===== src/rtl/pconfigp_bank.sv =====
// Bank of NREG parity-protected config registers behind one addressed uP port.
// Optional background parity scrubber enabled by defining PCFGB_SCRUB_EN.
module pconfigp_bank #(
  parameter int WIDTH = 8,
  parameter int NREG = 4,
  parameter int ADDRW = 2,
  parameter logic [WIDTH-1:0] RESET_VALUE = {WIDTH{1'b0}}
) (
  input  logic                  clk,
  input  logic                  rst,
  input  logic                  upen,
  input  logic                  upws,
  input  logic [ADDRW-1:0]      upa,
  input  logic [WIDTH-1:0]      updi,
  output logic [WIDTH-1:0]      updo,
  output logic                  upack,
  output logic [NREG*WIDTH-1:0] out,
  input  logic                  par_dis,
  output logic [NREG-1:0]       par_err,
  input  logic                  err_clr,
  output logic                  err_sticky,
  output logic [ADDRW-1:0]      err_addr
);

  function automatic logic parity_f(input logic [WIDTH-1:0] d);
    return ^d;
  endfunction

  localparam logic             RESET_PAR = ^RESET_VALUE;
  localparam logic [ADDRW:0]   NREG_W    = (ADDRW+1)'(NREG);

  logic [WIDTH-1:0] regs_r [NREG];
  logic [NREG-1:0]  par_r;
  logic [WIDTH-1:0] updo_r;
  logic             upack_r;
  logic             err_sticky_r;
  logic [ADDRW-1:0] err_addr_r;

  logic             in_range_s;
  logic             wr_en_s;
  logic             rd_en_s;
  logic [WIDTH-1:0] rd_data_s;
  logic [NREG-1:0]  par_err_s;
  logic             det_s;
  logic [ADDRW-1:0] det_idx_s;

  assign in_range_s = ({1'b0, upa} < NREG_W);
  assign wr_en_s    = upen & upws & in_range_s;
  assign rd_en_s    = upen & ~upws & in_range_s;

  // Register file and parity bits; par_dis freezes parity for error injection.
  always_ff @(posedge clk) begin
    if (rst) begin
      for (int i = 0; i < NREG; i++) begin
        regs_r[i] <= RESET_VALUE;
        par_r[i]  <= RESET_PAR;
      end
    end else begin
      for (int i = 0; i < NREG; i++) begin
        if (wr_en_s && (upa == ADDRW'(i))) begin
          regs_r[i] <= updi;
          if (!par_dis) begin
            par_r[i] <= parity_f(updi);
          end
        end
      end
    end
  end

  // Read mux; out-of-range addresses match no register and yield zero.
  always_comb begin
    rd_data_s = {WIDTH{1'b0}};
    for (int i = 0; i < NREG; i++) begin
      rd_data_s = (upa == ADDRW'(i)) ? regs_r[i] : rd_data_s;
    end
  end

  // Live parity check per register.
  always_comb begin
    par_err_s = {NREG{1'b0}};
    for (int i = 0; i < NREG; i++) begin
      par_err_s[i] = par_r[i] ^ parity_f(regs_r[i]);
    end
  end

`ifdef PCFGB_SCRUB_EN
  logic [ADDRW-1:0] scan_r;

  // Scan index walks 0..NREG-1 one step per cycle.
  always_ff @(posedge clk) begin
    if (rst) begin
      scan_r <= {ADDRW{1'b0}};
    end else if (scan_r == ADDRW'(NREG-1)) begin
      scan_r <= {ADDRW{1'b0}};
    end else begin
      scan_r <= scan_r + {{(ADDRW-1){1'b0}}, 1'b1};
    end
  end

  // Check only the scanned register, skipped when it is being rewritten.
  always_comb begin
    det_s     = 1'b0;
    det_idx_s = scan_r;
    for (int i = 0; i < NREG; i++) begin
      if (scan_r == ADDRW'(i)) begin
        det_s = par_err_s[i] & ~(wr_en_s && (upa == scan_r));
      end else begin
        det_s = det_s;
      end
    end
  end
`else
  // Any live error detects; lowest erroring index is reported.
  always_comb begin
    det_s     = |par_err_s;
    det_idx_s = {ADDRW{1'b0}};
    for (int i = NREG-1; i >= 0; i--) begin
      if (par_err_s[i]) begin
        det_idx_s = ADDRW'(i);
      end else begin
        det_idx_s = det_idx_s;
      end
    end
  end
`endif

  // Sticky error capture; a detection in the same cycle as err_clr wins.
  always_ff @(posedge clk) begin
    if (rst) begin
      err_sticky_r <= 1'b0;
      err_addr_r   <= {ADDRW{1'b0}};
    end else if (det_s && (!err_sticky_r || err_clr)) begin
      err_sticky_r <= 1'b1;
      err_addr_r   <= det_idx_s;
    end else if (err_clr) begin
      err_sticky_r <= 1'b0;
    end
  end

  // Access acknowledge and registered read data.
  always_ff @(posedge clk) begin
    if (rst) begin
      upack_r <= 1'b0;
      updo_r  <= {WIDTH{1'b0}};
    end else begin
      upack_r <= upen;
      updo_r  <= rd_en_s ? rd_data_s : {WIDTH{1'b0}};
    end
  end

  for (genvar g = 0; g < NREG; g++) begin : g_out
    assign out[g*WIDTH +: WIDTH] = regs_r[g];
  end

  assign updo       = updo_r;
  assign upack      = upack_r;
  assign par_err    = par_err_s;
  assign err_sticky = err_sticky_r;
  assign err_addr   = err_addr_r;

endmodule


===== config.mk =====
export PLATFORM = sky130hd
export DESIGN_NAME = pconfigp_bank
export DESIGN_NICKNAME = d
export VERILOG_FILES = /design/src/rtl/pconfigp_bank.sv
export SDC_FILE = /design/constraint.sdc
export NUM_CORES = 1
export LEC_CHECK = 0
export ABC_AREA = 1
export CORE_UTILIZATION = 25
export CTS_CLUSTER_DIAMETER = 80
export CTS_CLUSTER_SIZE = 28
export DETAILED_ROUTE_END_ITERATION = 16
export HOLD_SLACK_MARGIN = 0.06
export PLACE_DENSITY = 0.54
export REMOVE_ABC_BUFFERS = 1
export SLEW_MARGIN = 20
export SYNTH_ARGS = -nofsm -noshare
export SYNTH_HDL_FRONTEND = slang
export SYNTH_SLANG_ARGS = --single-unit

===== constraint.sdc =====
create_clock -name clk -period 2 [get_ports clk]
set_input_delay 0.4 -clock clk [delete_from_list [all_inputs] [get_ports clk]]
set_output_delay 0.4 -clock clk [all_outputs]
set_load 0.01 [all_outputs]

==> run summary <==
The total via count after detailed routing came out at 2683. The post-route DRC violation count came out at 0. The worst register-to-register path has a setup slack of 0.34 ns.

The number of buffers inserted for hold repair after clock tree synthesis came out at 0. The congestion estimate from routability-driven global placement came to 0.8230. The depth of the worst hold-timing path came out at 2. The final net count is 497.

The largest net degree at the start of global routing came out at 16. In the global route stage, overall resource usage came out at 0.1490. For this design the ratio of total power to cell area is 692.9 mW/mm2. The later pin in the worst-skew pair is clocked with a latency of 0.30 ns. The H-tree depth is 2. The share of synthesized area in the top cell type comes to 0.3539. The count of placed standard cells including taps came out at 581. In the finished design, the share of the clock period the worst path needs comes to 0.9812.

The shortest period the worst path allows came out at 1.962 ns. The number of setup violations in the final report came out at 0. The first-pass GRT wire length came out at 12750 um. The die outline height came out at 106.2 um.

The width of the chip came out at 106.2 um. The maximum resistive drop on vdd is 0.2977 mV. The non-filler instance count after layout came out at 618.

The floorplan core area came out at 0.01042 mm2. For hold timing, the worst endpoint is err_addr[1]$_SDFFE_PP0P_. The clock transition at the register clock pins on the worst setup and hold paths after CTS came out at 0.09 ns. The transition at the pin with the smallest max-transition slack came out at 0.3596 ns.

The number of filler cells placed in the layout came out at 1071. The via count of the first global-routing pass came out at 2612. The synthesized netlist cell count came out at 363. The finished cells cover 0.004081 mm2. In this run, synthesis inferred 32 flip-flops with an integrated enable. The largest clock skew in the final design came out at 0.006060 ns. The CTS tree is built. The total count of max-transition violations in the final report is 0. In the synthesized netlist the async set-or-reset flop fraction comes to 0.

The beginning of the worst register-to-register path is regs_r[0][7]$_SDFFCE_PN0P_. The number of buffers inserted by port buffering is 63. The synthesis warning total came out at 0. The critical path endpoint category is a primary output. The startpoint identified for the worst hold timing path is err_addr[1]$_SDFFE_PP0P_. The endpoint identified for the worst register-to-register timing path is err_addr[0]$_SDFFE_PP0P_. The worst-case clock buffer depth came out at 2. The initial antenna violation count is 0.

The proportion of layout cells with a drive suffix above 1 is 0.2344. The number of antenna repair diodes came out at 0. The hold violation count in the final report came out at 0. Setup repair after global routing could not meet its margin everywhere. The final routed wirelength across all metal layers is 8214 um. The number of violations of the max-capacitance limit is 0. 64 I/O pins were placed. The remaining number of nets flagged by the antenna check after routing is 0. The tightest slew margin relative to the limit came out at 0.7597.

The most common cell in the synthesized netlist is sky130_fd_sc_hd__nand2_1. The clock root buffer master is sky130_fd_sc_hd__clkbuf_8. The post-synthesis register bit count came out at 48. In the post-synthesis netlist, the biggest area contributors are sky130_fd_sc_hd__edfxtp_1 (35%), sky130_fd_sc_hd__nand2_1 (15%), sky130_fd_sc_hd__dfxtp_1 (12%), sky130_fd_sc_hd__inv_1 (8.6%), sky130_fd_sc_hd__nor2_1 (6.2%). The highest net fanout along the worst path came out at 5. The tightest hold margin is 0.4919 ns.

After layout, the design draws a total of 2.828 mW. The synthesized area per cell is 7.480 um2. The commonest cells after synthesis are sky130_fd_sc_hd__nand2_1 (111), sky130_fd_sc_hd__inv_1 (62), sky130_fd_sc_hd__nor2_1 (45). The length in cells of the worst reg-to-reg path is 12. The number of unique standard cell types used by synthesis is 26. The setup total negative slack came out at 0 ns. The most instantiated flip-flop cell in the synthesis netlist is sky130_fd_sc_hd__edfxtp_1. The area growth from synthesis to layout came out at 50.32%.

The worst setup path is launched from a flip-flop. Summed over all layers, the global routing overflow is 0. The number of clock sinks is 48.

The post-synthesis instance area came out at 0.002715 mm2. The routed via count divided by cell count is 4.341. The die outline area came out at 0.01128 mm2. Of all cell types, the one taking the most synthesized area is sky130_fd_sc_hd__edfxtp_1.

The data arrival time of the worst path came out at 1.56 ns. The total clock buffers created by CTS is 5. The required time of the critical path came out at 1.60 ns. The effective utilization at floorplan is 0.2607.

After detailed routing, the average wire length per cell comes to 13.29 um. The standby leakage power is 1.949 nW. The total cell area at the placement stage came out at 0.003665 mm2. In this run, the number of DRC markers left after iteration 0 of detailed routing was 208. By startpoint and endpoint, the worst setup path is classified as flip-flop to primary output. The share of the yosys chip area belonging to registers is 0.4719. The maximum clock frequency came out at 509.6 MHz.

The flow ran to the end, and the final reports show no timing, DRC or antenna violations. The HPWL reported at the end of detailed placement came out at 6267 um. The number of iterations in the first detailed-routing pass is 4. The row count came out at 37. The tightest min-delay check is of the flip-flop to flip-flop type.
==> critical path, stage by stage (launching register included) <==
cell                              delay (ns)
sky130_fd_sc_hd__edfxtp_1               0.49
sky130_fd_sc_hd__buf_4                  0.18
sky130_fd_sc_hd__buf_4                  0.12
sky130_fd_sc_hd__clkdlybuf4s50_1        0.47
==> worst max-delay path by stage <==
stage                                             to  slack, ns                        from  cells past startpoint
after floorplan           regs_r[0][0]$_SDFFCE_PN0P_       0.30                      upa[1]                      3
after global placement                    par_err[1]      -0.02  regs_r[1][1]$_SDFFCE_PN0P_                     10
after detailed placement                  par_err[0]      -0.04  regs_r[0][5]$_SDFFCE_PN0P_                     10
after CTS                                 par_err[0]     -0.005  regs_r[0][2]$_SDFFCE_PN0P_                     10
after global routing                      par_err[3]      -0.04  regs_r[3][5]$_SDFFCE_PN0P_                      9
final                                        out[19]       0.04  regs_r[2][3]$_SDFFCE_PN0P_                      3
==> metal layers <==
layer,global-route usage,part of all wire,wire (um),vias to the layer above
li1,-,-,-,1369
met1,0.1910,0.44,3609,1229
met2,0.2551,0.48,3975,73
met3,0.01778,0.052,431,12
met4,0.05655,0.024,197,0
met5,0,0,0,-
==> per-stage QoR <==
step,worst slack (ns),utilization
after floorplan,0.3000,-
after global placement,-0.01621,0.3518
after detailed placement,-0.03930,0.3518
after CTS,-0.005002,0.3767
after global routing,-0.04305,0.3918
final,0.03770,0.3918
==> timing repair <==
action | in CTS | in global routing
setup endpoints to repair | 4 | 4
resized for setup | 18 | 28
pin swaps | 5 | 13
buffers inserted | 16 | 13
==> cell type report <==
class,instances,area (um2),share of cell area
Multi-Input combinational cell,243,1217,0.2983
Inverter,70,262.8,0.06438
Tap cell,136,170.2,0.04169
Timing Repair Buffer,113,1006,0.2465
Clock buffer,8,143.9,0.03525
Sequential cell,48,1281,0.3139
==> cell families (layout without fill, tap and decap cells) <==
logic type | count (synthesis) | after routing | synth area share
AOI/OAI and AO/OA | 37 | 37 | 0.07558
xor gates and xnor gates | 14 | 14 | 0.04516
DFF | 48 | 48 | 0.4719
buffers and inverters | 72 | 191 | 0.1000
and+or+nand+nor | 192 | 192 | 0.3074
==> flip-flops by register name, summed over array words and instances (netlist names) <==
register and count:
regs_r 32, updo 8, par_r 4, err_addr 2
err_sticky 1, upack 1
==> where the power goes <==
part	switching (mW)	internal, mW
combinational	0.423	0.403
sequential	0.0639	1.12
clock	0.342	0.475
total	0.828	2.00
==> cells in the final DEF, fill, tap and decap left out <==
| cell | count |
|---|---|
| sky130_fd_sc_hd__buf_4 | 48 |
| sky130_fd_sc_hd__nand2_2 | 14 |
| sky130_fd_sc_hd__clkbuf_8 | 5 |
| sky130_fd_sc_hd__a31oi_1 | 1 |
| sky130_fd_sc_hd__inv_2 | 18 |
| sky130_fd_sc_hd__a31o_2 | 1 |
| sky130_fd_sc_hd__nor2_2 | 1 |
| sky130_fd_sc_hd__clkbuf_16 | 3 |
| sky130_fd_sc_hd__xnor2_1 | 8 |
| sky130_fd_sc_hd__edfxtp_1 | 32 |
| sky130_fd_sc_hd__buf_6 | 4 |
| sky130_fd_sc_hd__dfxtp_1 | 16 |
| sky130_fd_sc_hd__buf_2 | 2 |
| sky130_fd_sc_hd__o21ai_0 | 14 |
| sky130_fd_sc_hd__a21oi_1 | 11 |
| sky130_fd_sc_hd__nand3_1 | 12 |
| sky130_fd_sc_hd__nand2_1 | 104 |
| sky130_fd_sc_hd__nor2_4 | 1 |
| sky130_fd_sc_hd__o22ai_1 | 6 |
| sky130_fd_sc_hd__o221ai_1 | 1 |
| sky130_fd_sc_hd__nor3_4 | 1 |
| sky130_fd_sc_hd__inv_1 | 51 |
| sky130_fd_sc_hd__clkinv_1 | 1 |
| sky130_fd_sc_hd__nand3_2 | 13 |
| sky130_fd_sc_hd__o21ai_1 | 2 |
| sky130_fd_sc_hd__nor2_1 | 45 |
| sky130_fd_sc_hd__xor2_1 | 5 |
| sky130_fd_sc_hd__a22o_1 | 1 |
| sky130_fd_sc_hd__clkdlybuf4s50_1 | 59 |
| sky130_fd_sc_hd__nand2_4 | 1 |
| sky130_fd_sc_hd__xnor2_2 | 1 |
No activity file was read; power rests on OpenSTA's default activity.
